`config.mk`:
```
export PLATFORM = sky130hd
export DESIGN_NAME = mod_sub_unit
export DESIGN_NICKNAME = d
export VERILOG_FILES = /design/src/rtl/mod_sub_unit.sv
export SDC_FILE = /design/constraint.sdc
export NUM_CORES = 1
export LEC_CHECK = 0
export ABC_AREA = 1
export BUFFER_PORTS_ARGS = -buffer_cell sky130_fd_sc_hd__buf_2
export CORE_MARGIN = 4
export CORE_UTILIZATION = 42
export DETAILED_ROUTE_END_ITERATION = 6
export GPL_ROUTABILITY_DRIVEN = 0
export PLACE_DENSITY_LB_ADDON = 0.12
export SYNTH_ARGS = -nofsm -noshare
export SYNTH_HDL_FRONTEND = slang
export SYNTH_SLANG_ARGS = --single-unit
```
`constraint.sdc`:
```
create_clock -name clk -period 3.9 [get_ports clk]
set_input_delay 0.39 -clock clk [delete_from_list [all_inputs] [get_ports clk]]
set_output_delay 0.39 -clock clk [all_outputs]
set_load 0.05 [all_outputs]
```
`src/rtl/mod_sub_unit.sv`:
```
// ---------------------------------------------------------------------------
// mod_sub_unit : two-stage pipelined modular subtractor, out = (a - b) mod q
// Rev 1.0
// ---------------------------------------------------------------------------
`default_nettype none

module mod_sub_unit #(
    parameter int BIT_WIDTH = 54
) (
    input  logic                 clk,
    input  logic                 rstn,
    input  logic                 in_valid,
    output logic                 in_ready,
    input  logic [BIT_WIDTH-1:0] a,
    input  logic [BIT_WIDTH-1:0] b,
    input  logic [BIT_WIDTH-1:0] q,
    output logic                 out_valid,
    input  logic                 out_ready,
    output logic [BIT_WIDTH-1:0] out
);

    logic                 s1_valid_q;
    logic [BIT_WIDTH-1:0] s1_diff_q;
    logic                 s1_borrow_q;
    logic [BIT_WIDTH-1:0] s1_mod_q;

    logic [BIT_WIDTH:0]   diff_d;
    logic [BIT_WIDTH-1:0] result_d;
    logic                 s2_accept;
    logic                 s1_advance;
    logic                 in_fire;

    // Extra MSB of the widened difference is the borrow out of a - b.
    assign diff_d     = {1'b0, a} - {1'b0, b};
    assign result_d   = s1_borrow_q ? (s1_diff_q + s1_mod_q) : s1_diff_q;

    assign s2_accept  = !out_valid || out_ready;
    assign s1_advance = s1_valid_q && s2_accept;
    assign in_ready   = rstn && (!s1_valid_q || s1_advance);
    assign in_fire    = in_valid && in_ready;

    always_ff @(posedge clk) begin
        if (!rstn) begin
            s1_valid_q  <= 1'b0;
            s1_diff_q   <= '0;
            s1_borrow_q <= 1'b0;
            s1_mod_q    <= '0;
            out_valid   <= 1'b0;
            out         <= '0;
        end else begin
            if (in_fire) begin
                s1_valid_q  <= 1'b1;
                s1_diff_q   <= diff_d[BIT_WIDTH-1:0];
                s1_borrow_q <= diff_d[BIT_WIDTH];
                s1_mod_q    <= q;
            end else if (s1_advance) begin
                s1_valid_q  <= 1'b0;
            end

            if (s2_accept) begin
                out_valid <= s1_valid_q;
                if (s1_valid_q) begin
                    out <= result_d;
                end
            end
        end
    end

endmodule

`default_nettype wire

```
==> impl_metrics.tcl, run 1 <==
set metrics [dict create \
    status "finished clean" \
    finalCritPeriodShare 0.681 \
    syn_to_final_growth_pct 13.7 \
    drt_pass1_iterations 7 \
    yosysWarnings 0 \
    worst_ep_required_time_ns 4.19 \
    fin_skew_ns 0.0144 \
    cap_violations 0 \
    setup_tns_ns 0 \
    crit_arrival_ns 2.95 \
    power.total_w 0.00575 \
    tritoncts "yes" \
    maxSlewHeadroom 0.156 \
    stdcell_count 3387 \
    vias 17700 \
    preCtsSetupSlack_ns 1.06 \
    route.detailed.drc 0 \
    layout_common_cells "nand2_1, inv_1, a21oi_1" \
    die_y_um 199 \
    clk_latency_ns 0.45 \
    grt_max_degree 142 \
    drive_gt1_frac 0.117 \
    port_buffers 221 \
    cts_buffers 17 \
    core_area_mm2 0.0358 \
    hold_viol 0 \
    hold_buffers 0 \
    ys_types 42 \
    post_cts_resize_count 0 \
    clockRootBuffer "clkbuf_16" \
    gr-usage-all-layers 0.283 \
    cts_setup_buffers 0 \
    wl_per_cell_um 16.9 \
    drt-total-wl_um 57400 \
    met3_usage 0.0325 \
    synth-seq-cells 165 \
    synthTopCellsByArea "dfxtp_1, nand2_1, inv_1" \
    yosys.area.top_type_share 0.215 \
    layout_commonest_cell "nand2_1" \
    synth_ff_type "dfxtp_1" \
    syn_avg_cell_area_um2 5.62 \
    syn_inst 2729 \
    worstMarginPinSlew_ns 1.27 \
    worstSetupStartpointType "flop" \
    timing.final.ws_setup_ns 1.24 \
    num_io_pins 222 \
    dieArea_mm2 0.0396 \
    rows 69 \
    grt-ovfl-total 0 \
    post_drt_via_cell_ratio 5.24 \
    crit_type "flop to flop" \
    nets 3188 \
    cp_max_fo 4 \
    grt_antenna_before_repair 1 \
    grt_util_met1 0.380 \
    initial_utilization 0.428 \
    critPathCaptureType "flop" \
    leakagePower_nw 9.39 \
    max_freq_ghz 0.376 \
    top_usage_layer "met2" \
    syn_nets 3004 \
    cts-htree-levels 4 \
    hp-class "input pin to flop" \
    peakVddDrop_mv 0.314 \
    syn_area_mm2 0.0153 \
    drv_slew 0 \
    clk_path_buf_depth 2 \
    ant_nets 0 \
    yosysSeqAreaShare 0.215 \
    antenna_cells 0 \
    grtUsageMet2 0.461 \
    dieWidth_um 199 \
    powerDensity_mw_per_mm2 330 \
    final-setup-viol-count 0 \
    post-route-min-period_ns 2.66 \
    dpl.hpwl_um 46900 \
    first_global_vias 16700 \
    clk_pin_slew_ns 0.08 \
    clkSinkCount 165 \
    yosys.area.top_type "dfxtp_1" \
    grt_pass1_wl_um 88000 \
    post-place-cells 3355 \
    postSynth.asyncResetShare 0 \
    n_fill_cell 3881 \
    rsz0062_at_grt "no" \
    drtIter0Drc 1580 \
    synth_edf_count 0 \
]
-- worst max-delay path, cell delays in order, from the launching register on --
cell     delay [ns]
dfxtp_1        0.36
ha_1           0.38
nand2_1        0.15
nor2_1         0.37
nand2_1        0.09
nand3_1        0.25
nand2_1        0.11
nand2_2        0.17
nand3_1        0.13
nand3_1        0.10
nand3_1        0.19
nand2_1        0.12
a21oi_1        0.06
-- path summary, 6_finish.rpt --
check	startpoint	end	slack (ns)	cells past startpoint
max	s1_diff_q[3]	out[33]	1.24	12
max reg2reg	s1_diff_q[3]	out[33]	1.24	12
min	q[28]	s1_mod_q[28]	0.13	3
min reg2reg	out[45]	out[45]	0.46	2
-- flip-flops by register name (all words and copies together) (netlist names) --
| signal | count |
|---|---|
| out | 54 |
| out_valid | 1 |
| s1_borrow_q | 1 |
| s1_diff_q | 54 |
| s1_mod_q | 54 |
| s1_valid_q | 1 |
-- per-stage QoR --
stage / cell area (um^2) / hold WS [ns] / util
finish: 17400 / 0.131 / 0.487
global route: 17400 / 0.136 / 0.487
CTS: 17400 / 0.118 / 0.487
detailed placement: 16800 / 0.454 / 0.469
global placement: 16800 / 0.455 / 0.469
floorplan: 15300 / 0.455 / -
-- cells by family after synthesis --
kind of cell,share of synthesized area
flops,0.215
buf+inv,0.145
simple gates,0.365
fa+ha+maj,0.0899
xor+xnor,0.0211
compound gates,0.164
-- layout make-up --
| class | count | area [um^2] | area share |
|---|---|---|---|
| multi-input combinational | 1984 | 9820 | 0.563 |
| sequential | 165 | 3300 | 0.189 |
| clock buffer | 17 | 425 | 0.0244 |
| inverter | 516 | 1940 | 0.111 |
| timing repair buffer | 229 | 1180 | 0.0676 |
| clock inverter | 15 | 203 | 0.0116 |
| tap | 461 | 577 | 0.0331 |
-- synth_stat cells, types with 2 or more instances --
| library cell | instances |
|---|---|
| a21boi_0 | 5 |
| a21oi_1 | 238 |
| a21oi_2 | 2 |
| a31oi_1 | 3 |
| and2_1 | 2 |
| and3_1 | 2 |
| buf_1 | 5 |
| buf_2 | 5 |
| clkbuf_1 | 47 |
| dfxtp_1 | 165 |
| dlygate4sd1_1 | 4 |
| fa_1 | 2 |
| ha_1 | 107 |
| inv_1 | 494 |
| inv_2 | 21 |
| nand2_1 | 876 |
| nand2_2 | 9 |
| nand3_1 | 178 |
| nand3_2 | 5 |
| nand4_1 | 23 |
| nor2_1 | 204 |
| nor2_2 | 25 |
| nor2_4 | 2 |
| nor3_1 | 16 |
| nor3_2 | 6 |
| nor3_4 | 2 |
| o21ai_0 | 200 |
| o21ai_1 | 14 |
| o21ai_2 | 2 |
| o21bai_1 | 16 |
| o31ai_1 | 2 |
| or2_2 | 2 |
| xnor2_1 | 13 |
| xor2_1 | 24 |
-- layer usage --
metal / vias up / part of all wire
met4: 2 / 0.044
met1: 7968 / 0.44
met3: 134 / 0.073
li1: 8913 / -
met2: 714 / 0.45
met5: - / 0.00023
-- report_power, final --
group / internal (W) / switching [W] / leakage (nW)
logic: 0.000618 / 0.00136 / 7.72
registers: 0.00183 / 0.000148 / 1.36
clock network: 0.000934 / 0.000868 / 0.306
total: 0.00338 / 0.00237 / 9.39
Note: power is estimated with default switching activity, not from simulation.
==> run 2: changes to the inputs <==
- clock period: 3.9 -> 2.1 ns (I/O delays scaled with it)
==> run 2 against run 1 <==
- the flow now finishes with violations (DRC, setup timing)
- sequential power increased by 91%
- critical path depth increased by 2
- non-clock buffer count grew 359
- die area unchanged
- sequential share of layout area fell by 3.4 points
- register-to-register slack got worse by 1.2 ns
- total power up 110%
- maximum frequency rose by 26%
- critical path type unchanged
- critical endpoint is now out[21]
==> impl_metrics.tcl, run 2 (synthesis results as in run 1) <==
set metrics [dict create \
    power.total_w 0.0122 \
    holdPathStages 3 \
    clk_path_buf_depth 2 \
    gr-usage-all-layers 0.305 \
    violations "DRC, setup timing" \
    ant_nets 0 \
    path_depth 14 \
    die_y_um 199 \
    worstSetupStartpointType "flop" \
    clk_latency_ns 0.45 \
    worst_ep_required_time_ns 2.42 \
    worstMarginPinSlew_ns 0.597 \
    grt_max_degree 142 \
    reg2reg_to "out[21]" \
    core_area_mm2 0.0358 \
    status "finished, violations left" \
    path_buf_inv 4 \
    worst_hold_path.endpoint "s1_mod_q[34]" \
    first_global_vias 18400 \
    slowest_stage "dfxtp_4" \
    dieWidth_um 199 \
    layout_commonest_cell "nand2_1" \
    rsz0062_at_grt "yes" \
    finalCritPeriodShare 1.00 \
    max_freq_ghz 0.475 \
    initial_utilization 0.428 \
    leakagePower_nw 11.4 \
    max_stage_delay_ns 0.37 \
    powerDensity_mw_per_mm2 553 \
    critPathCaptureType "flop" \
    crit_top_cell "nand2_1" \
    r2r_cells 14 \
    final-setup-viol-count 3 \
    wl_per_cell_um 17.0 \
    crit_arrival_ns 2.43 \
    clkSinkCount 165 \
    crit_chain "ha_4, nand2_2, inv_1, buf_4, nand2_1, nand2_1, inv_1, nand2_1, nand2_2, nand3_4, xor2_2, o21ai_2, buf_4, a21oi_1" \
    n_fill_cell 3359 \
    maxSlewHeadroom 0.601 \
    num_io_pins 222 \
    peakVddDrop_mv 0.636 \
    nets 3547 \
    cts-htree-levels 4 \
    syn_to_final_growth_pct 43.7 \
    cap_violations 0 \
    regArea_mm2 0.00341 \
    antenna_cells 0 \
    grt-ovfl-total 0 \
    worstHoldStart "q[34]" \
    cts_buffers 17 \
    clk_pin_slew_ns 0.07 \
    top_regs "out x54, s1_diff_q x54, s1_mod_q x54" \
    hp-class "input pin to flop" \
    path_delay_family "simple AND/OR/NAND/NOR gates" \
    drt_pass1_iterations 7 \
    route.detailed.drc 1 \
    rows 69 \
    post_drt_via_cell_ratio 5.17 \
    r2r_slack_ns -0.004 \
    hold_viol 0 \
    drtIter0Drc 1468 \
    port_buffers 221 \
    multi_input_area_mm2 0.0114 \
    drv_slew 0 \
    layout_common_cells "nand2_1, inv_1, buf_4" \
    grt_antenna_before_repair 0 \
    crit_type "flop to flop" \
    tritoncts "yes" \
    dpl.hpwl_um 49900 \
    vias 19400 \
    fin_skew_ns 0.0149 \
    clockRootBuffer "clkbuf_16" \
    grt_pass1_wl_um 94700 \
    dieArea_mm2 0.0396 \
    drt-total-wl_um 63800 \
    rr_startpoint "s1_diff_q[12]" \
    cp_max_fo 3 \
    timing.final.ws_setup_ns -0.00399 \
    drive_gt1_frac 0.300 \
    post-route-min-period_ns 2.10 \
    final_util 0.615 \
]
-- run 2: per-layer routing --
layer / global-route usage / part of all wire / vias to the layer above
met1: 0.397 / 0.41 / 8701
met4: 0.144 / 0.052 / 0
met2: 0.505 / 0.46 / 841
met3: 0.0339 / 0.076 / 178
met5: 0 / 0 / -
li1: - / - / 9646
-- run 2: what timing repair did --
| action | 4_1_cts | 5_1_grt |
|---|---|---|
| cloned | 0 | 0 |
| hold buffers | 52 | 0 |
| gates resized for setup | 108 | 313 |
| hold endpoints to repair | 52 | 0 |
| buffers inserted | 4 | 8 |
| pin swaps | 24 | 62 |
| endpoints found under the setup margin | 38 | 44 |
-- run 2: through the flow --
step	hold WS (ns)	setup TNS, ns	setup WS, ns	cell area (um^2)	cells
3_5_place_dp	0.415	-8.55	-0.388	19100	3650
6_report	0.0494	-0.00865	-0.00399	22000	3746
3_3_place_gp	0.409	-7.06	-0.360	19100	3650
4_1_cts	0.0181	-0.200	-0.0441	20700	3738
5_1_grt	0.0477	-1.46	-0.0999	22000	3746
2_1_floorplan	0.323	0	0.143	15300	2729
-- run 2: how the worst max path moves through the flow --
stage / end / startpoint / slack [ns]
after floorplan: out[40] / s1_diff_q[0] / 0.14
after global placement: out[48] / s1_diff_q[0] / -0.36
after detailed placement: out[40] / s1_diff_q[0] / -0.39
after CTS: out[44] / s1_diff_q[28] / -0.04
after global routing: out[36] / s1_diff_q[27] / -0.1
final: out[21] / s1_diff_q[12] / -0.004
-- run 2: layout make-up --
class	count	share of cell area
Sequential cell	165	0.155
Inverter	516	0.0879
Tap cell	461	0.0262
Multi-Input combinational cell	1984	0.519
Clock inverter	11	0.00522
Clock buffer	21	0.0218
Timing Repair Buffer	588	0.185
-- run 2: worst register-to-register path, delay by kind of cell (launching register included) --
family	cells	cell delay, ns
compound gates	2	0.24
simple gates	6	0.52
flops	1	0.37
fa+ha+maj	1	0.26
buf+inv	4	0.38
xor+xnor	1	0.21
-- run 2: power by group --
group          internal (W)  total, W  switching (W)
logic               0.00215   0.00519        0.00304
clock network       0.00178   0.00322        0.00144
registers           0.00343   0.00378       0.000354
total               0.00737    0.0122        0.00483
